`src/rtl/pipeline_decode.sv`:
```
// Decode stage: IF/ID latch, field split, register scoreboard and registered ID/EX bundle.
// Fetch -> IF/ID -> ID/EX takes two cycles; decode_stall holds fetch on RAW hazard or execute stall.
module pipeline_decode #(
  parameter int         NUM_REGS   = 8,
  parameter int         REG_BITS   = 3,
  parameter logic [6:0] CMP_OPCODE = 7'b0000101
) (
  input  logic                clk,
  input  logic                reset,
  input  logic [15:0]         fetch_pc,
  input  logic [15:0]         fetch_instr,
  input  logic                fetch_valid,
  input  logic                execute_stall,
  input  logic                execute_flush,
  input  logic                wb_valid,
  input  logic [REG_BITS-1:0] wb_rd,
  output logic                decode_stall,
  output logic                dec_valid,
  output logic [15:0]         dec_pc,
  output logic [6:0]          dec_opcode,
  output logic [REG_BITS-1:0] dec_rd,
  output logic [REG_BITS-1:0] dec_rs1,
  output logic [REG_BITS-1:0] dec_rs2,
  output logic [15:0]         dec_imm,
  output logic                dec_writes_rd,
  output logic                dec_is_cmp
);

  typedef struct packed {
    logic [15:0]         pc;
    logic [6:0]          opcode;
    logic [REG_BITS-1:0] rd;
    logic [REG_BITS-1:0] rs1;
    logic [REG_BITS-1:0] rs2;
    logic [15:0]         imm;
    logic                writes_rd;
    logic                is_cmp;
  } idex_t;

  logic                ifid_vld_q, ifid_vld_d;
  logic [15:0]         ifid_pc_q, ifid_pc_d;
  logic [15:0]         ifid_instr_q, ifid_instr_d;
  logic                idex_vld_q, idex_vld_d;
  idex_t               idex_q, idex_d, id_dec;
  logic [NUM_REGS-1:0] busy_q, busy_d;
  logic                rs1_hz, rs2_hz, hazard, handoff;

  always_comb begin
    id_dec.pc        = ifid_pc_q;
    id_dec.opcode    = ifid_instr_q[15:9];
    id_dec.rd        = ifid_instr_q[8:6];
    id_dec.rs1       = ifid_instr_q[5:3];
    id_dec.rs2       = ifid_instr_q[2:0];
    id_dec.imm       = {{10{ifid_instr_q[5]}}, ifid_instr_q[5:0]};
    id_dec.is_cmp    = (ifid_instr_q[15:9] == CMP_OPCODE);
    id_dec.writes_rd = (ifid_instr_q[15:9] != CMP_OPCODE) && !ifid_instr_q[15] &&
                       (ifid_instr_q[8:6] != '0);
  end

  // A source conflicts with a retired-but-pending write or with the writer sitting in ID/EX.
  assign rs1_hz = (id_dec.rs1 != '0) &&
                  (busy_q[id_dec.rs1] || (idex_vld_q && idex_q.writes_rd && idex_q.rd == id_dec.rs1));
  assign rs2_hz = (id_dec.rs2 != '0) &&
                  (busy_q[id_dec.rs2] || (idex_vld_q && idex_q.writes_rd && idex_q.rd == id_dec.rs2));
  assign hazard       = ifid_vld_q && (rs1_hz || rs2_hz);
  assign decode_stall = !execute_flush && ifid_vld_q && (execute_stall || hazard);
  assign handoff      = idex_vld_q && !execute_stall && !execute_flush;

  always_comb begin
    busy_d = busy_q;
    if (wb_valid && wb_rd != '0) busy_d[wb_rd] = 1'b0;
    if (handoff && idex_q.writes_rd) busy_d[idex_q.rd] = 1'b1;
    busy_d[0] = 1'b0;
  end

  always_comb begin
    ifid_vld_d   = ifid_vld_q;
    ifid_pc_d    = ifid_pc_q;
    ifid_instr_d = ifid_instr_q;
    idex_vld_d   = idex_vld_q;
    idex_d       = idex_q;
    if (execute_flush) begin
      ifid_vld_d = 1'b0;
      idex_vld_d = 1'b0;
    end else if (!execute_stall) begin
      if (hazard) begin
        idex_vld_d = 1'b0;
      end else begin
        idex_vld_d   = ifid_vld_q;
        idex_d       = id_dec;
        ifid_vld_d   = fetch_valid;
        ifid_pc_d    = fetch_pc;
        ifid_instr_d = fetch_instr;
      end
    end
  end

  always_ff @(posedge clk) begin
    if (reset) begin
      ifid_vld_q   <= 1'b0;
      ifid_pc_q    <= '0;
      ifid_instr_q <= '0;
      idex_vld_q   <= 1'b0;
      idex_q       <= '0;
      busy_q       <= '0;
    end else begin
      ifid_vld_q   <= ifid_vld_d;
      ifid_pc_q    <= ifid_pc_d;
      ifid_instr_q <= ifid_instr_d;
      idex_vld_q   <= idex_vld_d;
      idex_q       <= idex_d;
      busy_q       <= busy_d;
    end
  end

  assign dec_valid     = idex_vld_q;
  assign dec_pc        = idex_q.pc;
  assign dec_opcode    = idex_q.opcode;
  assign dec_rd        = idex_q.rd;
  assign dec_rs1       = idex_q.rs1;
  assign dec_rs2       = idex_q.rs2;
  assign dec_imm       = idex_q.imm;
  assign dec_writes_rd = idex_q.writes_rd;
  assign dec_is_cmp    = idex_q.is_cmp;

endmodule

```
`config.mk`:
```
export PLATFORM = sky130hd
export DESIGN_NAME = pipeline_decode
export DESIGN_NICKNAME = d
export VERILOG_FILES = /design/src/rtl/pipeline_decode.sv
export SDC_FILE = /design/constraint.sdc
export NUM_CORES = 1
export LEC_CHECK = 0
export BUFFER_PORTS_ARGS = -buffer_cell sky130_fd_sc_hd__buf_4
export CAP_MARGIN = 40
export CORE_ASPECT_RATIO = 0.8
export CORE_MARGIN = 10
export CORE_UTILIZATION = 30
export CTS_BUF_LIST = sky130_fd_sc_hd__clkbuf_4 sky130_fd_sc_hd__clkbuf_8
export DETAILED_ROUTE_END_ITERATION = 6
export PLACE_DENSITY = 0.5
export SLEW_MARGIN = 25
export SYNTH_ARGS = -nofsm -noshare
export SYNTH_HDL_FRONTEND = slang
export SYNTH_SLANG_ARGS = --single-unit
```
`constraint.sdc`:
```
create_clock -name clk -period 4.29 [get_ports clk]
set_input_delay 0.858 -clock clk [delete_from_list [all_inputs] [get_ports clk]]
set_output_delay 0.858 -clock clk [all_outputs]
set_load 0.03 [all_outputs]
```
## After elaboration in Yosys (flattened, before gate mapping)

Index checks and enable logic that the tools add are counted.

- $lt $le $gt $ge: 6
- Equal/unequal tests: 4
- Mux-type cells: 11
- Bitwise operators: 6
- Reduce and logical (&&, ||, !) cells: 30

Operators by type and width:

| cell | count |
|---|---|
| $logic_and 1x1->1 | 16 |
| $lt 3x4->1 const B | 4 |
| $mux 8 | 2 |
| $reduce_bool 3->1 | 4 |
| $and 8x8->8 | 1 |
| $not 8->8 | 1 |
| $or 8x8->8 | 1 |
| $eq 7x3->1 const B | 1 |
| $ne 7x3->1 const B | 1 |
| $bmux 1 s3 | 2 |
| $demux 1 s3 | 2 |
| $eq 3x3->1 | 2 |
| $ge 3x1->1 const B | 2 |
| $mux 1 | 5 |
| $logic_or 1x1->1 | 4 |
| $logic_not 1->1 | 3 |
| $not 1->1 | 3 |
| $reduce_and 3->1 | 1 |
| $reduce_and 2->1 | 1 |
| $reduce_or 2->1 | 1 |

- Register bits: 82
- Input bits: 41
- Output and inout bits: 52
- Word-level logic and storage cells: 71

## Logic depth before layout (Yosys ltp)

- Depth in word-level cells: 9
- Gate-level depth with buffers: 9
- Gate-level depth less buffers: 6

## Worst setup path after synthesis

No wires, ideal clock.

- Kind: flip-flop to output port
- From: reg idex_q (netlist bit dec_rd[1])
- To: out decode_stall
- Arrival: 1.906 ns
- Required time: 3.432 ns
- Path slack: 1.526 ns
- Stages on the path, launching flop included: 8
- Path buffers: 1
- Cell sequence: dfxtp_1 -> buf_2 -> xor2_1 -> nor4_1 -> a2111oi_0 -> o22ai_1 -> o21ai_0 -> nor2_1

- Cells in the longest elaborated chain, start to end: 8
- Elaborated cells between the ends (all ways): 12
- Those cells by class: eq/ne: 2; reduce/logical: 10

Ends and longest elaborated chain:

| item | RTL line | RTL |
|---|---|---|
| from (decl) | 44 | `idex_t idex_q, idex_d, id_dec;` |
| from (signal assigned) | 111 | `idex_q <= idex_d;` |
| $eq 3x3->1 (on tied branches) | 62, 64 |  |
| $logic_and 1x1->1 (on tied branches) | 62, 64 |  |
| $logic_or 1x1->1 (on tied branches) | 62, 64 |  |
| $logic_and 1x1->1 (on tied branches) | 61, 63 |  |
| $logic_or 1x1->1 * | 65 | `assign hazard = ifid_vld_q && (rs1_hz \|\| rs2_hz);` |
| $logic_and 1x1->1 * | 65 |  |
| $logic_or 1x1->1 * | 66 | `assign decode_stall = !execute_flush && ifid_vld_q && (execute_stall \|\| hazard);` |
| $logic_and 1x1->1 * | 66 |  |
| to (decl) | 17 | `output logic decode_stall,` |

Mark *: on every way between the ends. The rest lies on a longest branch, timed or not.

## Final worst setup path

- From: reg ifid_instr_q[4]
- To: out decode_stall

- Cells in the longest elaborated chain, start to end: 8
- Elaborated cells between the ends (all ways): 11
- Those cells by class: eq/ne: 1; mux: 2; reduce/logical: 8

Ends and longest elaborated chain:

| item | RTL line | RTL |
|---|---|---|
| from (decl) | 42 | `logic [15:0] ifid_instr_q, ifid_instr_d;` |
| from (signal assigned) | 109 | `ifid_instr_q <= ifid_instr_d;` |
| $bmux 1 s3 / $eq 3x3->1 (equally long branches) | 62 | `(busy_q[id_dec.rs1] \|\| (idex_vld_q && idex_q.writes_rd && idex_q.rd == id_dec.rs1));` |
| $mux 1 (not written as such) / $logic_and 1x1->1 (equally long branches) | 62 |  |
| $logic_or 1x1->1 | 62 |  |
| $logic_and 1x1->1 * | 61 | `assign rs1_hz = (id_dec.rs1 != '0) &&` |
| $logic_or 1x1->1 * | 65 |  |
| $logic_and 1x1->1 * | 65 |  |
| $logic_or 1x1->1 * | 66 |  |
| $logic_and 1x1->1 * | 66 |  |

Mark *: on every way between the ends. The rest lies on a longest branch, timed or not. The select of a mux whose other input is x is not followed.

==> key figures <==
Detailed routing
  • Post-DRT Antenna Nets: 0
  • Via-per-instance ratio: 4.391
  • DRC: 0
  • DR pass1 iterations: 4
  • Detailed Route WL: 7996 um
  • Routed WL per cell: 13.95 um
  • Vias: 2516
  • Iter 0 DRT Violations: 141

Power and ir drop
  • VDD IR max: 0.0001417 V
  • Total power: 0.001496 W
  • Static Leak: 1.772 nW
  • Pwr dens: 339.6 nW/um2

Logic synthesis
  • Distinct cells, synth: 29
  • Largest area contributor in the netlist: dfxtp_1
  • Mapped Cells: 355
  • Synth Register Bits: 75
  • Syn avg cell area: 9.918 um2
  • Post-Syn Area: 3521 um2
  • Syn nets: 396
  • Post-synth top area share: 42.64%
  • Sequential area share after synthesis: 42.64%
  • Yosys warns: 0
  • Synth top area cells: dfxtp_1 43%, mux2i_1 21%, nand2b_1 18%, buf_4 3.8%, buf_6 1.6%

Floorplanning
  • Core area: 11520 um2
  • Initial Util: 30.57%
  • FP Rows: 35
  • Die width: 141.1 um
  • IO Pins: 93
  • Die ar.: 16500 um2
  • Die Height: 116.9 um

Worst setup path
  • Worst Path Required: 3430 ps
  • Data arrival time of the worst path: 2390 ps
  • Worst path depth: 7
  • Largest stage delay, worst path: 510 ps
  • WP buf/inv: 1
  • Critical path capture point type: primary output
  • Crit Path Max Fanout: 7
  • Crit path max-delay cell type: a2111oi_0
  • Crit-path leading delay family: compound AO/OA/AOI/OAI gates
  • CP cell instances: mux2i_1 > mux2i_1 > a2111oi_0 > o22ai_1 > o21ai_0 > nor2_1 > buf_4
  • Type of origin of the critical path: register
  • Worst path most repeated cell: mux2i_1
  • R2R depth: 7
  • Crit path kind: reg -> out

STA
  • Clock skew: 15.08 ps
  • Setup TNS: 0 ps
  • Final setup vio count: 0
  • Max-slew headroom at the worst pin: 51.51%
  • Slew Viols, Final: 0
  • Final Hold Fails: 0
  • RSZ-0062 raised after global routing: no
  • Max Fclk: 307.6 MHz
  • Worst-margin pin slew: 717.2 ps
  • Final worst path period share: 75.79%
  • Worst setup margin: 1039 ps
  • Final Critical Period: 3251 ps

Finish
  • Layout cell share with drive strength beyond 1: 26.12%
  • Antenna fix cells: 0
  • Most common cell after layout, fill and taps aside: nand2b_1
  • Commonest cells after routing, fill and taps aside: 99 x nand2b_1, 92 x buf_4, 75 x dfxtp_1
  • Area Growth Syn to Fin: 25.09%
  • NumNets Final: 461
  • Non-Filler Cell Area, Final: 4404 um2

Global routing
  • First-pass GRT wire length: 12700 um
  • Gr usage total: 9.598%
  • Total congestion overflow: 0
  • Initial antenna violation count: 0
  • Largest net degree at the start of global routing: 110
  • Vias in the first global route: 2508

Clocking
  • Root buf cell: clkbuf_8
  • TritonCTS Buffers: 9
  • Post-cts hold buffer count: 0
  • CTS clk-pin slew, worst paths: 80 ps
  • Number of gates resized after cts: 0
  • Clock Latency Late Sink: 350 ps
  • Clk buf depth: 2
  • Clk sinks: 75
  • Post-CTS Setup Repair Bufs: 0
  • CTS tree: done
  • CTS H-Tree Depth: 3

Hold path
  • Worst hold-check path type: reg -> reg
  • WHS Path Cells: 2

Placed design
  • Post-Place Setup Slack: 1468 ps
  • Hpwl dp: 5585 um
  • Dpl cell area: 4163 um2
  • Port bufs: 92
  • Placer Congestion: 0.8012

Status
  • Status: finished, final reports clean

Run
  • Max_cap viols: 0
[flip-flops by register name, summed over array words and instances, names as in the netlist]
register and flops:
dec_is_cmp 1, dec_rd 3, dec_valid 1, dec_opcode 7, ifid_instr_q 16, ifid_pc_q 16
dec_rs1 3, dec_rs2 2, dec_imm 1, busy_q 7, ifid_vld_q 1, dec_writes_rd 1
dec_pc 16
[cell families after synthesis]
family / Yosys count / synth area share, %
and+or+nand+nor: 144 / 23.99
xor gates and xnor gates: 6 / 1.493
muxes: 74 / 21.04
DFF: 75 / 42.64
AOI/OAI and AO/OA: 14 / 3.198
buffers and inverters: 42 / 7.640
[cell type report]
type | count | area, um2
clock buffer | 10 | 131.4
clock inverter | 6 | 90.09
fill | 1157 | 7113
inverter | 2 | 7.507
multi-input combinational | 238 | 1758
sequential | 75 | 1501
tap | 148 | 185.2
timing repair buffer | 94 | 730.7
[through the flow]
step	hold slack, ps	cells	utilization [%]
3_3_place_gp	461.5	556	36.14
5_1_grt	503.2	573	38.24
6_report	474.2	573	38.24
3_5_place_dp	461.6	556	36.14
4_1_cts	478.1	572	38.07
2_1_floorplan	458.1	355	-
[worst register-to-register path, stage by stage (launching register included)]
cell	delay, ps
dfxtp_1	480
mux2i_1	220
mux2i_1	90
a2111oi_0	510
o22ai_1	250
a211oi_4	310
buf_12	390
mux2i_1	350
[path summary, 6_finish.rpt]
kind	start	end	slack, ps
hold / removal	dec_pc[1]	dec_pc[1]	470
setup reg to reg	ifid_instr_q[4]	ifid_instr_q[3]	1610
setup / recovery	ifid_instr_q[4]	decode_stall	1040
hold reg to reg	dec_pc[1]	dec_pc[1]	470
[cells in the mapped netlist]
library cell	n
o22ai_1	1
or4_1	1
a211oi_2	1
nand4_1	1
nor4b_1	1
nor2_1	13
clkbuf_2	1
a2111oi_0	1
nand4bb_1	1
dfxtp_1	75
xor2_1	6
clkbuf_1	12
buf_2	4
nand2b_1	99
nor2b_1	5
buf_6	5
nand2_1	9
a2111oi_1	1
o21ai_0	1
mux2i_1	74
a22oi_1	5
a32oi_1	2
nor3_1	6
or3b_1	1
nor4_1	3
buf_4	18
inv_1	2
nand3_1	4
a211oi_1	2
[layer usage]
layer	routed length [um]	global-route usage, %	up-vias	part of all wire [%]
met1	3827	11.84	1151	48
met3	631	4.435	8	7.9
met4	108	3.984	0	1.4
li1	-	-	1296	-
met2	3428	14.16	61	43
met5	0	0	-	0
[power breakdown]
group | switching (W) | internal [W]
combinational | 0.0000768 | 0.0000828
clock | 0.000268 | 0.000335
sequential | 0.0000155 | 0.000717
total | 0.000360 | 0.00114
(Power assumes the default switching activity.)
